File: src/rtl/mux_rr_sequencer.sv
// Round-robin select sequencer for a 4-channel mux: grants a requesting channel,
// waits SETTLE cycles, captures Y and presents it on a valid/ready stage.
// Optional: define SEL_PARK_EN to keep the select lines on the last channel while idle.
module mux_rr_sequencer #(
  parameter int SETTLE = 1   // legal 1..8
) (
  input  logic       clk,
  input  logic       rst_n,
  input  logic [3:0] req,
  output logic       S1,
  output logic       S0,
  input  logic [3:0] Y,
  output logic [3:0] out_data,
  output logic [1:0] out_ch,
  output logic       out_valid,
  input  logic       out_ready,
  output logic [3:0] req_ack
);

  typedef enum logic [1:0] {ST_IDLE, ST_SETTLE, ST_HOLD} state_t;

  localparam logic [2:0] CNT_INIT = 3'(SETTLE - 1);

  state_t     state, state_n;
  logic [1:0] sel, sel_n;
  logic [1:0] last, last_n;
  logic [2:0] cnt, cnt_n;
  logic [3:0] data_n;
  logic [1:0] ch_n;
  logic       vld_n;
  logic [3:0] ack_n;
  logic [1:0] win;
  logic [1:0] idx;
  logic       found;

  // Search last+1, last+2, last+3, last; last itself wins only if it is alone.
  always_comb begin
    win   = last;
    found = 1'b0;
    idx   = last;
    for (int i = 1; i <= 4; i++) begin
      idx = last + 2'(i);
      if (!found && req[idx]) begin
        win   = idx;
        found = 1'b1;
      end
    end
  end

  always_ff @(posedge clk or negedge rst_n) begin
    if (!rst_n) begin
      state     <= ST_IDLE;
      sel       <= 2'd0;
      last      <= 2'd3;
      cnt       <= 3'd0;
      out_data  <= 4'd0;
      out_ch    <= 2'd0;
      out_valid <= 1'b0;
      req_ack   <= 4'd0;
    end else begin
      state     <= state_n;
      sel       <= sel_n;
      last      <= last_n;
      cnt       <= cnt_n;
      out_data  <= data_n;
      out_ch    <= ch_n;
      out_valid <= vld_n;
      req_ack   <= ack_n;
    end
  end

  always_comb begin
    state_n = state;
    sel_n   = sel;
    last_n  = last;
    cnt_n   = cnt;
    data_n  = out_data;
    ch_n    = out_ch;
    vld_n   = out_valid;
    ack_n   = 4'd0;
    case (state)
      ST_IDLE: begin
        if (|req) begin
          sel_n   = win;
          cnt_n   = CNT_INIT;
          state_n = ST_SETTLE;
        end
      end
      ST_SETTLE: begin
        if (cnt != 3'd0) begin
          cnt_n = cnt - 3'd1;
        end else begin
          data_n  = Y;
          ch_n    = sel;
          vld_n   = 1'b1;
          ack_n   = 4'b0001 << sel;
          state_n = ST_HOLD;
        end
      end
      ST_HOLD: begin
        if (out_ready) begin
          vld_n   = 1'b0;
          last_n  = out_ch;
          state_n = ST_IDLE;
`ifdef SEL_PARK_EN
          sel_n   = sel;
`else
          sel_n   = 2'd0;
`endif
        end
      end
      default: state_n = ST_IDLE;
    endcase
  end

  always_comb begin
    S1 = sel[1];
    S0 = sel[0];
  end

endmodule

File: config.mk
export PLATFORM = sky130hd
export DESIGN_NAME = mux_rr_sequencer
export DESIGN_NICKNAME = d
export VERILOG_FILES = /design/src/rtl/mux_rr_sequencer.sv
export SDC_FILE = /design/constraint.sdc
export NUM_CORES = 1
export LEC_CHECK = 0
export ABC_CLOCK_PERIOD_IN_PS = 1900
export CORE_ASPECT_RATIO = 0.7
export CORE_MARGIN = 8
export CORE_UTILIZATION = 47
export CTS_CLUSTER_DIAMETER = 150
export DETAILED_ROUTE_END_ITERATION = 10
export GPL_ROUTABILITY_DRIVEN = 0
export GPL_TIMING_DRIVEN = 0
export PLACE_DENSITY_LB_ADDON = 0.25
export SYNTH_ARGS = -nofsm -noshare
export SYNTH_HDL_FRONTEND = slang
export SYNTH_SLANG_ARGS = --single-unit
File: constraint.sdc
create_clock -name clk -period 1.9 [get_ports clk]
set_input_delay 0.57 -clock clk [delete_from_list [all_inputs] [get_ports clk]]
set_output_delay 0.57 -clock clk [all_outputs]
set_load 0.02 [all_outputs]
**Word-level counts from Yosys, hierarchy flattened**

Cells that the tools add are included.

- Logic and storage cells: 71
- Input port bits: 11
- Output and inout bits: 13
- Bits in registers: 20

- Muxes and demuxes: 29
- Reductions and logical operators: 18
- Shift operators: 1
- Order comparisons: 4
- Add/subtract/negate cells: 4
- Bitwise logic cells: 1
- Eq/ne operators: 6

Operator list:

| operator | count |
|---|---|
| $mux 2 | 8 |
| $lt 2x3->1 const B | 4 |
| $reduce_and 3->1 | 4 |
| $mux 1 | 9 |
| $bmux 1 s2 | 4 |
| $mux 4 | 2 |
| $ne 2x2->1 const B | 4 |
| $mux 3 | 2 |
| $pmux 2 s3 | 1 |
| $pmux 3 s2 | 1 |
| $reduce_bool 2->1 | 3 |
| $add 2x2->2 const B | 2 |
| $pmux 2 s2 | 1 |
| $reduce_and 2->1 | 2 |
| $reduce_or 4->1 | 1 |
| $shl 1x2->4 const A | 1 |
| $logic_and 1x1->1 | 3 |
| $logic_not 1->1 | 3 |
| $reduce_bool 3->1 | 1 |
| $sub 3x1->3 const B | 1 |
| $add 2x1->2 const B | 1 |
| $eq 2x1->1 const B | 1 |
| $eq 2x2->1 const B | 1 |
| $logic_not 2->1 | 1 |
| other kinds (2) | 2 |

**Depth between registers and ports, before layout**

Gate-level depths: netlist of the first run.

- Depth after elaboration: 15
- Depth in mapped cells: 6
- Gate-level depth less buffers: 6

**Worst setup path after synthesis of the first run**

No wires, ideal clock.

- Path type: input -> register
- From: input port req[1]
- To: register sel[1]
- Arrival: 1.461 ns
- Path slack: 0.318 ns
- Data required time: 1.778 ns
- Stages on the path: 3
- Path buffers: 0
- Library setup time: 0.122 ns
- Path through: or4_4 > nor3b_1 > a32o_1

- Cells in the longest elaborated chain, start to end: 14
- Elaborated cells on any way between the ends: 26
- Classes of those cells: eq/ne: 1; mux: 17; reduce/logical: 8

Ends and longest elaborated chain:

| what | RTL line | source |
|---|---|---|
| from (decl) | 9 | `input logic [3:0] req,` |
| $bmux 1 s2 | 43 | `if (!found && req[idx]) begin` |
| $mux 1 (not written as such) | 43 |  |
| $mux 1 | 43 |  |
| $logic_not 1->1 | 43 |  |
| $logic_and 1x1->1 | 43 |  |
| $mux 1 | 43 |  |
| $logic_not 1->1 | 43 |  |
| $logic_and 1x1->1 | 43 |  |
| $mux 1 | 43 |  |
| $logic_not 1->1 | 43 |  |
| $logic_and 1x1->1 | 43 |  |
| $mux 2 | 43 |  |
| $mux 2 | 83 | `if (\|req) begin` |
| $pmux 2 s2 | 81 | `case (state)` |
| to (signal assigned) | 62 | `sel <= sel_n;` |
| to (decl) | 25 | `logic [1:0] sel, sel_n;` |

Parallel ways exist; a longest one is shown, timed or not. The select of a mux whose other input is x is not followed.
A chain may end at the register's enable or synchronous reset.

**Worst setup path after layout of the first run**

- From: register out_data[0]
- To: output port out_data[0]

RTL lines:

| what | RTL line | source |
|---|---|---|
| from (decl) | 13 | `output logic [3:0] out_data,` |
| from (signal assigned) | 65 | `out_data <= data_n;` |

No word-level cell between the ends.

==> results of run 1 <==
## flip-flops by register name, indices dropped and copies added, names as in the netlist
register / flops
req_ack: 4
out_ch: 2
last: 2
cnt: 3
sel: 2
state: 2
out_data: 4
out_valid: 1
## logic make-up after synthesis
group                    share of synthesized area, %
AO/OA/AOI/OAI                                   13.67
multiplexers                                    3.385
flip-flops                                      52.34
adder cells (fa/ha/maj)                         2.604
buffers and inverters                           3.907
AND/OR/NAND/NOR                                 24.09
## power by group through the flow
stage / Clock (W) / Sequential (W) / Combinational, W
floorplan: 0 / 0.000879 / 0.000505
global placement: 0 / 0.000762 / 0.000981
detailed placement: 0 / 0.000771 / 0.00101
CTS: 0.000254 / 0.000763 / 0.000999
global route: 0.000268 / 0.000787 / 0.00109
finish: 0.000246 / 0.000764 / 0.000988
## cell type report
cell class	instances	area (um2)
clock buffer	4	36.28
timing repair buffer	23	239.0
fill	161	623.1
inverter	7	26.28
multi-input combinational	70	420.4
buffer	1	11.26
tap	22	27.53
sequential	20	503.0
## routing by layer
metal | wire length [um] | track usage (%)
met5 | 0 | 0
met4 | 9 | 1.993
met3 | 206 | 6.789
met2 | 936 | 18.61
met1 | 1018 | 14.27
## cells in the final DEF, fill, tap and decap left out, types with 2 or more instances in the layout
| cell type | n |
|---|---|
| sky130_fd_sc_hd__dlymetal6s2s_1 | 5 |
| sky130_fd_sc_hd__dfstp_2 | 2 |
| sky130_fd_sc_hd__ha_1 | 2 |
| sky130_fd_sc_hd__o21ai_0 | 3 |
| sky130_fd_sc_hd__nand2_1 | 20 |
| sky130_fd_sc_hd__a21oi_1 | 4 |
| sky130_fd_sc_hd__nor2b_1 | 2 |
| sky130_fd_sc_hd__dlygate4sd2_1 | 3 |
| sky130_fd_sc_hd__nor3b_1 | 4 |
| sky130_fd_sc_hd__clkbuf_4 | 3 |
| sky130_fd_sc_hd__clkdlybuf4s50_1 | 15 |
| sky130_fd_sc_hd__inv_1 | 7 |
| sky130_fd_sc_hd__dfrtp_1 | 18 |
| sky130_fd_sc_hd__mux2_2 | 2 |
| sky130_fd_sc_hd__nor3_1 | 2 |
| sky130_fd_sc_hd__a22o_1 | 3 |
| sky130_fd_sc_hd__nor2_1 | 6 |
| sky130_fd_sc_hd__nand2b_1 | 2 |
| sky130_fd_sc_hd__nand3_1 | 3 |
## metrics by stage
stage / TNS (ns) / power [W] / utilization (%) / area [um2] / setup slack (ns)
after floorplan: 0 / 0.001384 / - / 960.9 / 0.3175
after global placement: -1.293 / 0.001743 / 64.59 / 1219 / -0.2685
after detailed placement: -1.417 / 0.001784 / 64.59 / 1219 / -0.3224
after CTS: 0 / 0.002015 / 66.31 / 1251 / 0.002942
after global routing: 0 / 0.002146 / 66.98 / 1264 / 0.005786
final: 0 / 0.001997 / 66.98 / 1264 / 0.04936
## path summary, 6_finish.rpt
check	from	end	slack [ns]	depth (start not counted)
worst max-delay path	out_data[0]	out_data[0]	0.05	1
worst min-delay path	out_data[1]	out_data[1]	0.49	2
worst max register to register	cnt[0]	req_ack[1]	0.30	6
worst min register to register	out_data[1]	out_data[1]	0.49	2
max in group asynchronous	rst_n	req_ack[0]	0.63	1
min in group asynchronous	rst_n	state[0]	0.74	1
## timing repair
action,4_1_cts,5_1_grt
endpoints found under the setup margin,3,6
hold buffers,0,0
gates resized for setup,3,6
pin swaps,0,0
setup buffers,0,0
==> reports/results.md, run 1 <==
Power
* Logic pwr share: 49.5%
* static leakage: 0.6270 nW
* Net Sw Power: 0.0008244 W
* Clk network pwr share: 12.3%
* worst-case vdd ir drop: 1.138 mV
* sequential share of power: 38.2%
* internal cell power: 0.001173 W
* total power divided by cell area: 1580 nW/um2
* switching portion of total power: 41.28%

STA
* worst hold margin: 0.4945 ns
* period utilization: 97.40%
* final setup vio count: 0
* max-slew violations: 0
* Clock Skew: 0.004278 ns
* actual slew at the worst max-slew pin: 0.8555 ns
* Hold Vio Cnt, Final: 0
* headroom to the max-slew limit: 42.79%
* RSZ-0062 raised after global routing: false
* fin crit period: 1.851 ns
* FMAX: 540.4 MHz

Clock network
* deepest level of the CTS H-tree: 1
* insertion delay to the later sink of the worst-skew pair: 0.30 ns
* Max Buffers Root-to-Sink: 2
* CTS root buf: sky130_fd_sc_hd__clkbuf_4
* clock tree from TritonCTS: built
* clock-pin slew on the worst setup and hold paths: 0.10 ns
* Sinks on Clock Net: 20
* Inserted Clock Buffers: 3

Route
* total number of vias: 830
* number of iterations in the first detailed-routing pass: 4
* vias per std cell: 5.646
* Total Routed Length: 2170 um
* WL/cell: 14.76 um
* number of nets with antenna violations after routing: 0
* post-detailed-route DRC marker count: 0
* number of DRC markers after the initial detailed-route iteration: 33

Min path
* type of the worst min-delay path: flop to flop

Critical path
* Crit Path Class: flop to output port
* kind of cell with the highest combined delay on the critical path: buffers and inverters
* number of buffer and inverter instances along the worst setup path: 1
* highest-delay cell along the critical path: sky130_fd_sc_hd__clkdlybuf4s50_1
* kind of capture point of the worst setup path: output port
* Largest stage delay, worst path: 0.61 ns
* Crit path required time: 1.33 ns
* crit-path cells: clkdlybuf4s50_1
* element type at the critical path start: flop
* critical path peak fanout: 2
* Arr. time, crit path: 1.28 ns

Logic synthesis
* share of synthesized area occupied by flip-flops and latches: 52.34%
* largest cells by area after synthesis: sky130_fd_sc_hd__dfrtp_1 (47%), sky130_fd_sc_hd__nand2_1 (7.8%), sky130_fd_sc_hd__dfstp_2 (5.5%), sky130_fd_sc_hd__nor3b_1 (3.1%), sky130_fd_sc_hd__inv_1 (2.7%)
* top cells by instance count after synthesis: sky130_fd_sc_hd__nand2_1 (20), sky130_fd_sc_hd__dfrtp_1 (18), sky130_fd_sc_hd__inv_1 (7), sky130_fd_sc_hd__nor2_1 (6)
* number of standard cells after synthesis: 98
* mean cell area of the mapped netlist: 9.805 um2
* post-synth top area share: 46.88%
* Syn Std Cell Area: 960.9 um2
* fraction of registers with async set or reset after synthesis: 100.0%
* number of warnings printed during yosys synthesis: 0
* most area-hungry cell type in the Yosys netlist: sky130_fd_sc_hd__dfrtp_1
* most numerous cell in the Yosys netlist: sky130_fd_sc_hd__nand2_1
* post-synthesis sequential element count: 20
* number of flops mapped to enable cells by yosys: 0
* predominant post-synthesis flop cell: sky130_fd_sc_hd__dfrtp_1
* Synth Net Count: 111
* post-synthesis cell type count: 33

Final layout
* antenna diode count: 0
* Post-Layout Cell Count: 147
* area growth from synthesis to final layout: 31.51%
* proportion of layout cells with a drive suffix above 1: 10.40%
* fin nets: 139

Global route
* global route overflow: 0
* largest net degree at the start of global routing: 21
* number of global-route vias before repair: 795
* wire length of the first global-routing pass: 3588 um
* global-route total usage across every layer: 11.87%
* number of antenna violations at the first check in global routing: 0

Placement
* total of buffers placed on input and output ports: 23
* cell total after placement: 143
* sum of net half-perimeters after detailed placement: 1676 um

Floorplan
* Die Area: 3771 um2
* die span in y: 53.83 um
* Top-Level Pins: 24
* initial standard-cell utilization of the core: 50.93%
* Floorplan Core Area: 1887 um2
* number of rows created at floorplan: 13
* Chip Width: 70.05 um

Job
* Maximum Capacitance Violations: 0

Run status
* run status: completed

(Power assumes the default switching activity.)
==> inputs of run 2 (changes only) <==
Settings changed: CAP_MARGIN set to 20.
==> results of run 2 <==
Same layout as run 1: the final DEF is identical, and so are final timing and power.
